## src/rtl/riscv_mem_arbiter3_pkg.sv

```systemverilog
// Shared definitions for the three-way memory arbiter: message-size macros,
// port index constants, tag type and the round-robin successor helper.

`ifndef VC_MEM_REQ_MSG_SZ
`define VC_MEM_REQ_MSG_SZ(a_, d_) (1 + (a_) + 2 + (d_))
`endif

`ifndef VC_MEM_RESP_MSG_SZ
`define VC_MEM_RESP_MSG_SZ(d_) (1 + 2 + (d_))
`endif

package riscv_mem_arbiter3_pkg;

    localparam int unsigned RISCV_ARB_TAG_W       = 2;
    localparam int unsigned RISCV_ARB_NPORTS      = 3;
    localparam int unsigned RISCV_ARB_REQ_MSG_SZ  = `VC_MEM_REQ_MSG_SZ(32, 32);
    localparam int unsigned RISCV_ARB_RESP_MSG_SZ = `VC_MEM_RESP_MSG_SZ(32);

    typedef logic [RISCV_ARB_TAG_W-1:0] arb_tag_t;

    localparam arb_tag_t RISCV_ARB_PORT_IMEM0 = 2'd0;
    localparam arb_tag_t RISCV_ARB_PORT_IMEM1 = 2'd1;
    localparam arb_tag_t RISCV_ARB_PORT_DMEM  = 2'd2;

    // Next port index in round-robin order, wrapping 2 -> 0.
    function automatic arb_tag_t rr_next(input arb_tag_t idx);
        return (idx == RISCV_ARB_PORT_DMEM) ? RISCV_ARB_PORT_IMEM0 : arb_tag_t'(idx + 2'd1);
    endfunction

endpackage

```

## src/rtl/riscv_mem_arb_tag_queue.sv

```systemverilog
// In-order FIFO of requester tags for outstanding memory requests.
// Ports: clk, reset (async, active-high); push/push_tag enqueue a tag,
// pop dequeues the head; head, full, empty report queue state.
// No bypass: a pop frees a slot only from the following cycle.

module riscv_mem_arb_tag_queue
    import riscv_mem_arbiter3_pkg::*;
#(
    parameter int unsigned p_depth = 4
) (
    input  logic     clk,
    input  logic     reset,
    input  logic     push,
    input  arb_tag_t push_tag,
    input  logic     pop,
    output arb_tag_t head,
    output logic     full,
    output logic     empty
);

    localparam int unsigned PTR_W = (p_depth > 1) ? $clog2(p_depth) : 1;
    localparam int unsigned CNT_W = PTR_W + 1;

    arb_tag_t         mem [p_depth];
    logic [PTR_W-1:0] wr_ptr;
    logic [PTR_W-1:0] rd_ptr;
    logic [CNT_W-1:0] count;
    logic             do_push;
    logic             do_pop;

    assign full    = (count == CNT_W'(p_depth));
    assign empty   = (count == '0);
    assign do_push = push & ~full;
    assign do_pop  = pop & ~empty;
    assign head    = mem[rd_ptr];

    // Tag storage; contents are meaningless while empty, so no reset.
    always_ff @(posedge clk) begin
        if (do_push) begin
            mem[wr_ptr] <= push_tag;
        end
    end

    // Pointers wrap naturally because the depth is a power of two.
    always_ff @(posedge clk or posedge reset) begin
        if (reset) begin
            wr_ptr <= '0;
            rd_ptr <= '0;
            count  <= '0;
        end else begin
            if (do_push) begin
                wr_ptr <= wr_ptr + PTR_W'(1);
            end
            if (do_pop) begin
                rd_ptr <= rd_ptr + PTR_W'(1);
            end
            case ({do_push, do_pop})
                2'b10:   count <= count + CNT_W'(1);
                2'b01:   count <= count - CNT_W'(1);
                default: count <= count;
            endcase
        end
    end

endmodule

```

## src/rtl/riscv_mem_arbiter3.sv

```systemverilog
// Shares one val/rdy memory port among imem0, imem1 and dmem requesters.
// Ports: clk, reset (async, active-high); reqN_msg/val/rdy requester
// inputs; respN_msg/val responses (requesters always ready); memreq_* and
// memresp_* the shared memory port (arbiter always ready for responses);
// err sticky flag for responses with no outstanding tag; grant_cntN
// accepted-request counters. Grant and response steering are combinational;
// a tag queue remembers which requester owns each outstanding request.

module riscv_mem_arbiter3
    import riscv_mem_arbiter3_pkg::*;
#(
    parameter int unsigned p_req_msg_sz      = RISCV_ARB_REQ_MSG_SZ,
    parameter int unsigned p_resp_msg_sz     = RISCV_ARB_RESP_MSG_SZ,
    parameter int unsigned p_max_outstanding = 4,
    parameter int unsigned p_fixed_prio      = 0
) (
    input  logic                     clk,
    input  logic                     reset,

    input  logic [p_req_msg_sz-1:0]  req0_msg,
    input  logic                     req0_val,
    output logic                     req0_rdy,
    input  logic [p_req_msg_sz-1:0]  req1_msg,
    input  logic                     req1_val,
    output logic                     req1_rdy,
    input  logic [p_req_msg_sz-1:0]  req2_msg,
    input  logic                     req2_val,
    output logic                     req2_rdy,

    output logic [p_resp_msg_sz-1:0] resp0_msg,
    output logic                     resp0_val,
    output logic [p_resp_msg_sz-1:0] resp1_msg,
    output logic                     resp1_val,
    output logic [p_resp_msg_sz-1:0] resp2_msg,
    output logic                     resp2_val,

    output logic [p_req_msg_sz-1:0]  memreq_msg,
    output logic                     memreq_val,
    input  logic                     memreq_rdy,
    input  logic [p_resp_msg_sz-1:0] memresp_msg,
    input  logic                     memresp_val,

    output logic                     err,
    output logic [31:0]              grant_cnt0,
    output logic [31:0]              grant_cnt1,
    output logic [31:0]              grant_cnt2
);

    logic [2:0] req_val_vec;
    arb_tag_t   rr_ptr;
    arb_tag_t   gnt_idx;
    logic       gnt_any;
    logic [2:0] gnt;
    logic       fire;
    logic       resp_hit;
    arb_tag_t   q_head;
    logic       q_full;
    logic       q_empty;

    assign req_val_vec = {req2_val, req1_val, req0_val};

    // Grant selection: fixed dmem > imem0 > imem1, or round-robin from rr_ptr.
    always_comb begin
        arb_tag_t cand;
        gnt_idx = RISCV_ARB_PORT_IMEM0;
        gnt_any = 1'b0;
        cand    = rr_ptr;
        if (p_fixed_prio != 0) begin
            if (req2_val) begin
                gnt_idx = RISCV_ARB_PORT_DMEM;
                gnt_any = 1'b1;
            end else if (req0_val) begin
                gnt_idx = RISCV_ARB_PORT_IMEM0;
                gnt_any = 1'b1;
            end else if (req1_val) begin
                gnt_idx = RISCV_ARB_PORT_IMEM1;
                gnt_any = 1'b1;
            end
        end else begin
            for (int unsigned k = 0; k < RISCV_ARB_NPORTS; k++) begin
                if (!gnt_any && req_val_vec[cand]) begin
                    gnt_idx = cand;
                    gnt_any = 1'b1;
                end
                cand = rr_next(cand);
            end
        end
    end

    assign gnt = gnt_any ? (3'b001 << gnt_idx) : 3'b000;

    // Request mux; all-zero message when nothing is granted.
    always_comb begin
        memreq_msg = '0;
        if (gnt_any) begin
            case (gnt_idx)
                RISCV_ARB_PORT_IMEM0: memreq_msg = req0_msg;
                RISCV_ARB_PORT_IMEM1: memreq_msg = req1_msg;
                RISCV_ARB_PORT_DMEM:  memreq_msg = req2_msg;
                default:              memreq_msg = '0;
            endcase
        end
    end

    // Handshake outputs are forced low while reset is held.
    assign memreq_val = ~reset & gnt_any & ~q_full;
    assign req0_rdy   = ~reset & gnt[0] & memreq_rdy & ~q_full;
    assign req1_rdy   = ~reset & gnt[1] & memreq_rdy & ~q_full;
    assign req2_rdy   = ~reset & gnt[2] & memreq_rdy & ~q_full;
    assign fire       = memreq_val & memreq_rdy;

    // Responses: data broadcast, valid steered by the oldest outstanding tag.
    assign resp_hit  = ~reset & memresp_val & ~q_empty;
    assign resp0_msg = memresp_msg;
    assign resp1_msg = memresp_msg;
    assign resp2_msg = memresp_msg;
    assign resp0_val = resp_hit & (q_head == RISCV_ARB_PORT_IMEM0);
    assign resp1_val = resp_hit & (q_head == RISCV_ARB_PORT_IMEM1);
    assign resp2_val = resp_hit & (q_head == RISCV_ARB_PORT_DMEM);

    riscv_mem_arb_tag_queue #(
        .p_depth (p_max_outstanding)
    ) u_tag_queue (
        .clk      (clk),
        .reset    (reset),
        .push     (fire),
        .push_tag (gnt_idx),
        .pop      (resp_hit),
        .head     (q_head),
        .full     (q_full),
        .empty    (q_empty)
    );

    // Round-robin pointer, sticky error and per-port grant counters.
    always_ff @(posedge clk or posedge reset) begin
        if (reset) begin
            rr_ptr     <= RISCV_ARB_PORT_IMEM0;
            err        <= 1'b0;
            grant_cnt0 <= '0;
            grant_cnt1 <= '0;
            grant_cnt2 <= '0;
        end else begin
            if (fire) begin
                if (p_fixed_prio == 0) begin
                    rr_ptr <= rr_next(gnt_idx);
                end
                case (gnt_idx)
                    RISCV_ARB_PORT_IMEM0: grant_cnt0 <= grant_cnt0 + 32'd1;
                    RISCV_ARB_PORT_IMEM1: grant_cnt1 <= grant_cnt1 + 32'd1;
                    RISCV_ARB_PORT_DMEM:  grant_cnt2 <= grant_cnt2 + 32'd1;
                    default:              ;
                endcase
            end
            if (memresp_val && q_empty) begin
                err <= 1'b1;
            end
        end
    end

endmodule

```

## config.mk

```make
export PLATFORM = sky130hd
export DESIGN_NAME = riscv_mem_arbiter3
export DESIGN_NICKNAME = d
export VERILOG_FILES = /design/src/rtl/riscv_mem_arbiter3_pkg.sv /design/src/rtl/riscv_mem_arb_tag_queue.sv /design/src/rtl/riscv_mem_arbiter3.sv
export SDC_FILE = /design/constraint.sdc
export NUM_CORES = 1
export LEC_CHECK = 0
export CAP_MARGIN = 5
export CORE_AREA = 2 2 205 207
export DETAILED_ROUTE_END_ITERATION = 8
export DIE_AREA = 0 0 207 209
export PLACE_DENSITY_LB_ADDON = 0.1
export SLEW_MARGIN = 25
export SYNTH_ARGS = -nofsm -noshare
export SYNTH_HDL_FRONTEND = slang
export SYNTH_HIERARCHICAL = 1
export SYNTH_SLANG_ARGS = --single-unit
```

## constraint.sdc

```tcl
create_clock -name clk -period 4.7 [get_ports clk]
set_input_delay 0.94 -clock clk [delete_from_list [all_inputs] [get_ports clk]]
set_output_delay 0.94 -clock clk [all_outputs]
set_load 0.01 [all_outputs]
```

# Word-level counts from Yosys, hierarchy flattened
# Memories as Yosys holds them, arrays and structs flattened.
# Index checks and enable logic that the tools add are counted.
# word_totals
register_bits	106
ram_bits	8
input_bits	243
output_inout_bits	276
word_cells	87
memories	1
# mem_list
name	words	width	read_ports	rd_clocked_by_memory_dff	write_ports	line_no	text
u_tag_queue.mem	4	2	1	0	1	riscv_mem_arb_tag_queue.sv:24	arb_tag_t mem [p_depth];
# op_classes
addsub	10
order_cmp	3
n_eq_ne	9
n_shift	1
n_mux	21
bitwise_logic	22
reduce_logical	12
# op_table
operator	n
case mux 67 bit (3 select lines)	1
adder 32 x 1 -> 32 bit (second input constant)	3
2-to-1 mux 67 bit	1
AND 1 bit	19
2-to-1 mux 2 bit	6
adder 2 x 1 -> 2 bit (second input constant)	5
equality test 2 bit (second input constant)	5
< comparator 2 x 3 -> 1 bit (second input constant)	3
2-to-1 mux 1 bit	8
binary-select mux 1 bit (select 2 bit)	3
equality test 2 x 1 -> 1 bit (second input constant)	3
case mux 3 bit (2 select lines)	1
AND reduction 2 bit	3
zero test 2 bit	2
adder 3 x 1 -> 3 bit (second input constant)	1
equality test 3 bit (second input constant)	1
logical AND 1 bit	3
zero test 3 bit	1
2-to-1 mux 3 bit	1
inverter 1 bit	3
left shift 1 x 2 -> 3 bit (first input constant)	1
subtractor 3 x 1 -> 3 bit (second input constant)	1
zero test 1 bit	2
nonzero test 2 bit	1

# Longest topological paths before layout
# Gate-level depths: netlist of run 1.
# depth
depth_word	15
depth_mapped	11
mapped_depth_nobuf	11

# By module
# The synthesis of run 1 kept the hierarchy.
# modules_own_cells
module	n_inst	cells_each	area_per_inst_um2	seq_area_each_um2
riscv_mem_arbiter3	1	698	6438.7	2477.4
riscv_mem_arb_tag_queue	1	48	729.4	415.4

# Least setup slack after synthesis of run 1
# OpenSTA, ideal clock, no wires.
# synth_path
path_type	input to output
startpoint	in reset
endpoint	out resp2_val
arrival_ns	3.896
required_time_ns	3.760
setup_slack_ns	-0.136
cell_stages	3
n_path_buf	0
cell_sequence	inv_1 -> nand3_1 -> nor3b_1
# synth_via
elab_chain_len	4
# synth_lines
element	line_no	text
start: declaration	riscv_mem_arbiter3.sv:18	input logic reset,
inverter 1 bit	riscv_mem_arbiter3.sv:113	assign resp_hit = ~reset & memresp_val & ~q_empty;
AND 1 bit (2 in a row)	riscv_mem_arbiter3.sv:113	
AND 1 bit	riscv_mem_arbiter3.sv:119	assign resp2_val = resp_hit & (q_head == RISCV_ARB_PORT_DMEM);
end: declaration	riscv_mem_arbiter3.sv:35	output logic resp2_val,
# No other way between the ends.

# Worst setup path in the final report of run 1
# layout_path
startpoint	in req0_val
endpoint	out memreq_msg[65]
# layout_via
elab_chain_len	12
word_cells_on_any_way	21
cone_classes	eq/ne: 2; mux: 14; reduce/logical: 5
# layout_lines
element	line_no	text
start: declaration	riscv_mem_arbiter3.sv:21	input logic req0_val,
binary-select mux 1 bit (select 2 bit)	riscv_mem_arbiter3.sv:81	if (!gnt_any && req_val_vec[cand]) begin
2-to-1 mux 1 bit (implied by the code)	riscv_mem_arbiter3.sv:81	
2-to-1 mux 1 bit	riscv_mem_arbiter3.sv:81	
zero test 1 bit	riscv_mem_arbiter3.sv:81	
logical AND 1 bit	riscv_mem_arbiter3.sv:81	
2-to-1 mux 1 bit	riscv_mem_arbiter3.sv:81	
zero test 1 bit	riscv_mem_arbiter3.sv:81	
logical AND 1 bit	riscv_mem_arbiter3.sv:81	
2-to-1 mux 2 bit	riscv_mem_arbiter3.sv:81	
equality test 2 bit, or another cell as far along	riscv_mem_arbiter3.sv:96	case (gnt_idx)
case mux 67 bit (3 select lines)	riscv_mem_arbiter3.sv:96	
2-to-1 mux 67 bit (*)	riscv_mem_arbiter3.sv:95	if (gnt_any) begin
end: declaration	riscv_mem_arbiter3.sv:37	output logic [p_req_msg_sz-1:0] memreq_msg,
# Mark *: on every way between the ends. The rest lies on a longest branch, timed or not. The select of a mux whose other input is x is not followed.

==> metrics.yaml, run 1 <==
status: "finished clean"
period_share_pct: 96.8
antenna_found_initial: 9
cts_sinks: 114
syn_area_per_cell_sq_um: 9.61
port_buffers: 378
syn_nets: 998
cts_buffer_depth: 2
r2r_slack_ps: 2050
final_cells: 1573
min_from: "err$_DFFE_PP0P_"
grt_usage_pct: 18.2
synth_cell_type_count: 49
detailed_place_hpwl_um: 32500
rr_worst_depth: 11
yosysWarningCount: 6
synth_top_area_share_pct: 37.0
skew_ps: 13.7
tns_ps: 0
cap_violations: 0
core_area_sq_mm: 0.0413
final_cell_area_sq_mm: 0.0115
hold_slack_ps: 470
combinationalPowerShare_pct: 42.2
vias: 6944
synth_cells: 746
leakage_uw: 0.00459
power_uw: 4400
hold_buffers: 0
holdCritPathClass: "flip-flop to flip-flop"
grt_pass1_vias: 7350
grt_pass1_wl_um: 56500
ys_seq_area_share_pct: 40.4
cts_tree: "done"
drtIter0Drc: 620
hold_end: "err$_DFFE_PP0P_"
slew_violations: 0
internal_power_uw: 2910
relSlewSlack_pct: 42.3
timing.rr.start: "u_tag_queue/count[2]$_DFFE_PP0P_"
avgRoutedWirePerCell_um: 25.6
slowest_delay_ps: 570
vdd_drop_max_mv: 0.154
die_h_um: 209
worstMarginPinSlew_ps: 859
layout-drive-gt1-share_pct: 6.80
p_per_area_mw_per_mm2: 383
cts_setup_buffers: 0
rsz0062_at_grt: "false"
criticalPathCategory: "primary input to primary output"
synth.cell_area_sq_mm: 0.00717
yosys-top-cells-area: "dfrtp_1 37%, buf_4 11%, a222oi_1 9.4%"
crit_arrival_ps: 3610
cp_max_fo: 48
cts_buffers: 17
ios: 519
setup_viol: 0
max_freq_mhz: 220
insertion_delay_ps: 410
pwr-share-clk_pct: 29.5
start_util_pct: 17.4
rows: 75
start_kind: "primary input"
place_inst: 1535
wirelength_um: 40300
switching_share_pct: 34.0
drc: 0
layout_min_cycle_time_ps: 4550
crit_slowest_cell: "a221o_4"
gr-total-overflow: 0
p_seq_share_pct: 28.3
fin_nets: 1268
firstDrtPassIters: 7
drtAntennaViolNets: 0
synth.ff_latch_count: 114
syn_to_final_growth_pct: 60.2
crit_chain: "clkdlybuf4s50_1, nor2b_1, a221o_4, buf_12, a222oi_1, nor2_1, clkdlybuf4s50_1"
cts_resized: 0
htreeDepth: 4
cts_root_buf: "clkbuf_16"
grt_max_degree: 69
p_sw_uw: 1490
required_ps: 3760
place.gp.congestion: 0.906
end_kind: "primary output"
worstReg2RegEnd: "u_tag_queue/count[2]$_DFFE_PP0P_"
die_area_sq_mm: 0.0433
detail_route.vias_per_cell: 4.41
finalHoldViolations: 0
cpMostUsedCell: "clkdlybuf4s50_1"
yosys.area.top_type: "dfrtp_1"
die_w_um: 207
place_area_sq_mm: 0.0109
whs_path_depth: 1
clk_pin_slew_ps: 50
-- worst max path at each step --
| stage | start | to | slack (ps) | cells past startpoint |
|---|---|---|---|---|
| after global placement | req0_val | memreq_msg[46] | 50 | 8 |
| after global routing | req0_val | memreq_msg[50] | 20 | 8 |
| final | req0_val | memreq_msg[65] | 150 | 7 |
| after detailed placement | req0_val | memreq_msg[47] | 60 | 8 |
| after floorplan | reset | resp1_val | 890 | 3 |
| after CTS | req0_val | memreq_msg[50] | 50 | 8 |
-- metrics by stage --
step	setup slack (ps)	util (%)
finish	152	27.8
global route	20.8	27.8
CTS	49.2	27.8
detailed placement	62.1	26.3
global placement	54.6	26.3
floorplan	891	-
-- routing by layer --
metal	part of all wire [%]	track usage, %
met5	0.20	2.11
met4	2.2	5.27
met3	11	9.15
met2	47	29.2
met1	39	21.1
-- power by group through the flow --
stage / combinational (uW) / clock, uW / sequential, uW
2_1_floorplan: 885 / 0 / 1250
3_3_place_gp: 1870 / 0 / 1260
3_5_place_dp: 1860 / 0 / 1270
4_1_cts: 1880 / 1350 / 1250
5_1_grt: 2020 / 1400 / 1270
6_report: 1860 / 1300 / 1250
-- placed cells by master (no fill, tap or decap), types with 4 or more instances in the layout --
cell type / netlist / routed
a222oi_1: 67 / 67
and2_1: 5 / 5
and3_1: 10 / 10
and4_1: 7 / 7
buf_12: 0 / 4
buf_4: 105 / 10
clkbuf_1: 30 / 5
clkbuf_16: 0 / 17
clkbuf_8: 0 / 8
clkdlybuf4s50_1: 0 / 377
dfrtp_1: 106 / 106
diode_2: 0 / 5
edfxtp_1: 8 / 8
ha_1: 8 / 8
inv_1: 26 / 25
nand2_1: 43 / 43
nand3_1: 40 / 40
nand4_1: 19 / 19
nor2_1: 93 / 92
nor3_1: 26 / 25
nor3b_1: 4 / 4
nor4_1: 4 / 4
nor4_2: 7 / 7
xnor2_1: 57 / 57
xor2_1: 42 / 42
-- final cells by class --
| class | instances | area, sq um |
|---|---|---|
| repair buffers | 391 | 3930 |
| clock buffers | 30 | 554 |
| multi-input cells | 466 | 3280 |
| diodes | 5 | 12.5 |
| flip-flops and latches | 114 | 2890 |
| inverters | 26 | 101 |
| clock inverters | 2 | 36.3 |
| fillers | 4498 | 29800 |
| well taps | 539 | 674 |
-- cell usage after synthesis (all sizes together) --
cell,n
a222oi,67
nor3b,5
mux4,2
o211a,1
or3b,1
nand4,20
a21o,1
ha,8
a221o,1
a21bo,1
a21oi,2
inv,26
mux2,3
nand2,43
dfrtp,106
nor2,93
edfxtp,8
o31a,1
xor2,42
buf,111
clkbuf,30
a211oi,1
or4,3
nand3,40
and4,7
nor4,12
fa,1
and3,10
or3,1
nor2b,3
o21a,1
nor3,26
xnor2,57
mux2i,1
nand2b,1
and2,7
o21ai,3
-- kinds of logic (layout without fill, tap and decap cells) --
logic type | after synthesis | after routing | share of synthesized area [%]
adders and majority gates | 9 | 9 | 1.68
xor gates and xnor gates | 99 | 99 | 12.1
muxes | 6 | 6 | 1.29
buffers and inverters | 167 | 449 | 14.4
and+or+nand+nor | 272 | 273 | 19.5
AOI/OAI and AO/OA | 79 | 79 | 10.6
other | 0 | 5 | 0
DFF | 114 | 114 | 40.4
-- flip-flops by register name (all words and copies together), names as in the netlist, 2 cells and up --
signal and cells:
u_tag_queue/rd_ptr 2, grant_cnt1 32, rr_ptr 2, u_tag_queue/mem 8, u_tag_queue/wr_ptr 2, grant_cnt2 32, u_tag_queue/count 3, grant_cnt0 32
-- worst max-delay path, delay by kind of cell --
family	cells	cell delay [ps]
buffers and inverters	3	1260
AND/OR/NAND/NOR	2	290
AO/OA/AOI/OAI	2	1050
(Power assumes the default switching activity.)
==> run 2: changes to the inputs <==
--- a/config.mk
+++ b/config.mk
@@ -5,10 +5,11 @@
 export SDC_FILE = /design/constraint.sdc
 export NUM_CORES = 1
 export LEC_CHECK = 0
+export ABC_AREA = 1
 export CAP_MARGIN = 5
-export CORE_AREA = 2 2 205 207
+export CORE_AREA = 2 2 203 205
 export DETAILED_ROUTE_END_ITERATION = 8
-export DIE_AREA = 0 0 207 209
+export DIE_AREA = 0 0 205 207
 export PLACE_DENSITY_LB_ADDON = 0.1
 export SLEW_MARGIN = 25
 export SYNTH_ARGS = -nofsm -noshare
==> run 2 against run 1 <==
- via count rose by 44%
- clock-buffer cell count fell by 8
- die area fell by 1.9%
- global-route usage rose by 1.1 points
- synthesized area rose by 35%
- setup slack improved by 180 ps
- critical path type unchanged
- largest cell class is now multi-input gates
==> metrics.yaml, run 2 <==
synth_edf_count: 8  # unchanged
syn_to_final_growth_pct: 42.0  # was 60.2%
cp_top_family: "buffers and inverters"  # unchanged
layout_min_cycle_time_ps: 4370  # was 4550 ps
synthFlopType: "dfrtp_1"  # unchanged
cts_sinks: 114  # unchanged
syn_nets: 1824  # was 998
insertion_delay_ps: 430  # was 410 ps
cp_max_fo: 72  # was 48
antenna_found_initial: 3  # was 9
reg_top3: "grant_cnt0 x32, grant_cnt1 x32, grant_cnt2 x32"  # unchanged
setup_viol: 0  # unchanged
layout-drive-gt1-share_pct: 3.69  # was 6.80%
crit_arrival_ps: 3430  # was 3610 ps
firstDrtPassIters: 5  # was 7
period_share_pct: 92.9  # was 96.8%
fin_nets: 2081  # was 1268
wirelength_um: 40500  # was 40300 um
grt_max_degree: 73  # was 69
synth.ff_latch_count: 114  # unchanged
status: "finished clean"  # unchanged
yosysMostFrequentCell: "nand2_1"  # was dfrtp_1
detailed_place_hpwl_um: 32100  # was 32500 um
max_freq_mhz: 229  # was 220 MHz
grt_pass1_wl_um: 61800  # was 56500 um
htreeDepth: 4  # unchanged
finalHoldViolations: 0  # unchanged
port_buffers: 378  # unchanged
yosysWarningCount: 6  # unchanged
final_common_cell: "nand2_1"  # was clkdlybuf4s50_1
tns_ps: 0  # unchanged
required_ps: 3760  # about the same
ios: 519  # unchanged
synth.cell_area_sq_mm: 0.00970  # was 0.00717 sq mm
core_area_sq_mm: 0.0404  # was 0.0413 sq mm
worstMarginPinSlew_ps: 761  # was 859 ps
p_per_area_mw_per_mm2: 426  # was 383 mW/mm^2
vias: 10002  # was 6944
layout_common_cells: "645 x nand2_1, 378 x clkdlybuf4s50_1, 294 x nor2_1"  # was 377 x clkdlybuf4s50_1, 106 x dfrtp_1, 92 x nor2_1
crit_slowest_cell: "clkdlybuf4s50_1"  # was a221o_4
synth_xor_area_share_pct: 7.67  # was 12.1%
start_kind: "primary input"  # unchanged
yosys-top-cells-area: "dfrtp_1 27%, nand2_1 25%, nor2_1 11%"  # was dfrtp_1 37%, buf_4 11%, a222oi_1 9.4%
final_cells: 2376  # was 1573
syn_area_per_cell_sq_um: 6.17  # was 9.61 sq um
end_kind: "primary output"  # unchanged
crit_chain: "clkdlybuf4s50_1, nand2_1, nand2_1, nand2_1, nand2_1, nor2_1, nand3_1, nand2_2, buf_12, nand2_1, nand2_1, nor2_1, nor2_1, clkdlybuf4s50_1"  # was clkdlybuf4s50_1, nor2b_1, a221o_4, buf_12, a222oi_1, nor2_1, clkdlybuf4s50_1
slowest_delay_ps: 570  # about the same
cts_buffer_depth: 2  # unchanged
cts_setup_buffers: 0  # unchanged
synth-simple-area-share_pct: 42.8  # was 19.5%
rows: 74  # was 75
hold_buffers: 0  # unchanged
die_w_um: 205  # was 207 um
synth_cells: 1572  # was 746
cts_buffers: 17  # unchanged
cts_tree: "done"  # unchanged
grt_usage_pct: 19.2  # was 18.2%
leakage_uw: 0.00666  # was 0.00459 uW
skew_ps: 13.8  # was 13.7 ps
drc: 0  # unchanged
synth_mux_area_share_pct: 0  # was 1.29%
fin_util_pct: 34.1  # was 27.8%
place.gp.congestion: 0.899  # was 0.906
cpMostUsedCell: "nand2_1"  # was clkdlybuf4s50_1
gr-total-overflow: 0  # unchanged
detail_route.vias_per_cell: 4.21  # was 4.41
holdCritPathClass: "flip-flop to flip-flop"  # unchanged
die_area_sq_mm: 0.0424  # was 0.0433 sq mm
synth_cell_type_count: 35  # was 49
yosys-top-cells-count: "646 x nand2_1, 294 x nor2_1, 136 x inv_1"  # was 106 x dfrtp_1, 105 x buf_4, 93 x nor2_1
cts_root_buf: "clkbuf_16"  # unchanged
grt_pass1_vias: 10190  # was 7350
cap_violations: 0  # unchanged
drtIter0Drc: 497  # was 620
synthArstFlopShare_pct: 93.0  # unchanged
place_inst: 2342  # was 1535
die_h_um: 207  # was 209 um
criticalPathCategory: "primary input to primary output"  # unchanged
slew_violations: 0  # unchanged
relSlewSlack_pct: 49.3  # was 42.3%
synth_top_area_share_pct: 27.3  # was 37.0%
start_util_pct: 24.0  # was 17.4%
cts_resized: 0  # unchanged
yosys.area.top_type: "dfrtp_1"  # unchanged
synth_compound_area_share_pct: 1.41  # was 10.6%
power_uw: 5880  # was 4400 uW
clk_pin_slew_ps: 50  # about the same
drtAntennaViolNets: 0  # unchanged
rsz0062_at_grt: "false"  # unchanged
synth_top_family_by_area: "simple AND/OR/NAND/NOR gates"  # unchanged
avgRoutedWirePerCell_um: 17.1  # was 25.6 um
synth-adder-area-share_pct: 1.24  # was 1.68%
ys_seq_area_share_pct: 29.8  # was 40.4%
vdd_drop_max_mv: 0.328  # was 0.154 mV
critPathBufInv: 3  # unchanged
run 2: changes by cell type after synthesis, sizes merged, moves of 7 or more:
cell,before,now
a222oi,67,0
and2,7,0
and3,10,3
and4,7,0
buf,111,143
clkbuf,30,10
inv,26,144
nand2,43,651
nand3b,0,8
nor2,93,297
nor4,12,1
o21ai,3,13
xnor2,57,38
run 2: final cells by class:
type	instances	area, sq um
Fill cell	4517	26600
Multi-Input combinational cell	1161	5150
Timing Repair Buffer	391	3930
Sequential cell	114	2890
Tap cell	532	666
Inverter	144	543
Clock buffer	22	485
Clock inverter	10	104
Antenna cell	2	5.00
run 2: through the flow:
| stage | instance area, sq um | setup WS [ps] | hold WS, ps |
|---|---|---|---|
| 5_1_grt | 13800 | 123 | 528 |
| 6_report | 13800 | 332 | 490 |
| 2_1_floorplan | 9700 | 1170 | 466 |
| 3_5_place_dp | 13200 | 341 | 485 |
| 3_3_place_gp | 13200 | 297 | 487 |
| 4_1_cts | 13800 | 332 | 497 |
run 2: worst paths after layout:
path	startpoint	endpoint	slack [ps]	cells past startpoint
max reg2reg	rr_ptr[0]$_DFFE_PP0P_	u_tag_queue/count[1]$_DFFE_PP0P_	2020	12
max	req1_val	memreq_msg[7]	330	14
min	u_tag_queue/count[0]$_DFFE_PP0P_	u_tag_queue/count[0]$_DFFE_PP0P_	490	1
min reg2reg	u_tag_queue/count[0]$_DFFE_PP0P_	u_tag_queue/count[0]$_DFFE_PP0P_	490	1
min in group asynchronous	reset	u_tag_queue/count[2]$_DFFE_PP0P_	900	2
max in group asynchronous	reset	grant_cnt1[9]$_DFFE_PP0P_	2840	3
run 2: cell families after synthesis:
family / after synthesis
DFF: 114
buffers and inverters: 297
AOI/OAI and AO/OA: 22
adders and majority gates: 9
and+or+nand+nor: 1045
xor gates and xnor gates: 85
run 2: layer usage:
layer | GRT usage [%] | wire length, um | up-vias | part of all wire, %
li1 | - | - | 5142 | -
met2 | 31.9 | 19500 | 317 | 48
met1 | 23.4 | 17000 | 4505 | 42
met4 | 5.43 | 727 | 2 | 1.8
met3 | 6.84 | 3290 | 36 | 8.1
met5 | 0 | 12 | - | 0.030
run 2: report_power, final:
group | switching [uW] | internal [uW]
Clock | 486 | 834
Sequential | 107 | 1090
Combinational | 1880 | 1480
==> run 3: changes to the inputs <==
--- a/config.mk
+++ b/config.mk
@@ -6,7 +6,6 @@
 export NUM_CORES = 1
 export LEC_CHECK = 0
 export ABC_AREA = 1
-export CAP_MARGIN = 5
 export CORE_AREA = 2 2 203 205
 export DETAILED_ROUTE_END_ITERATION = 8
 export DIE_AREA = 0 0 205 207
==> results of run 3 <==
Final layout, timing and power as in run 2 (identical DEF).
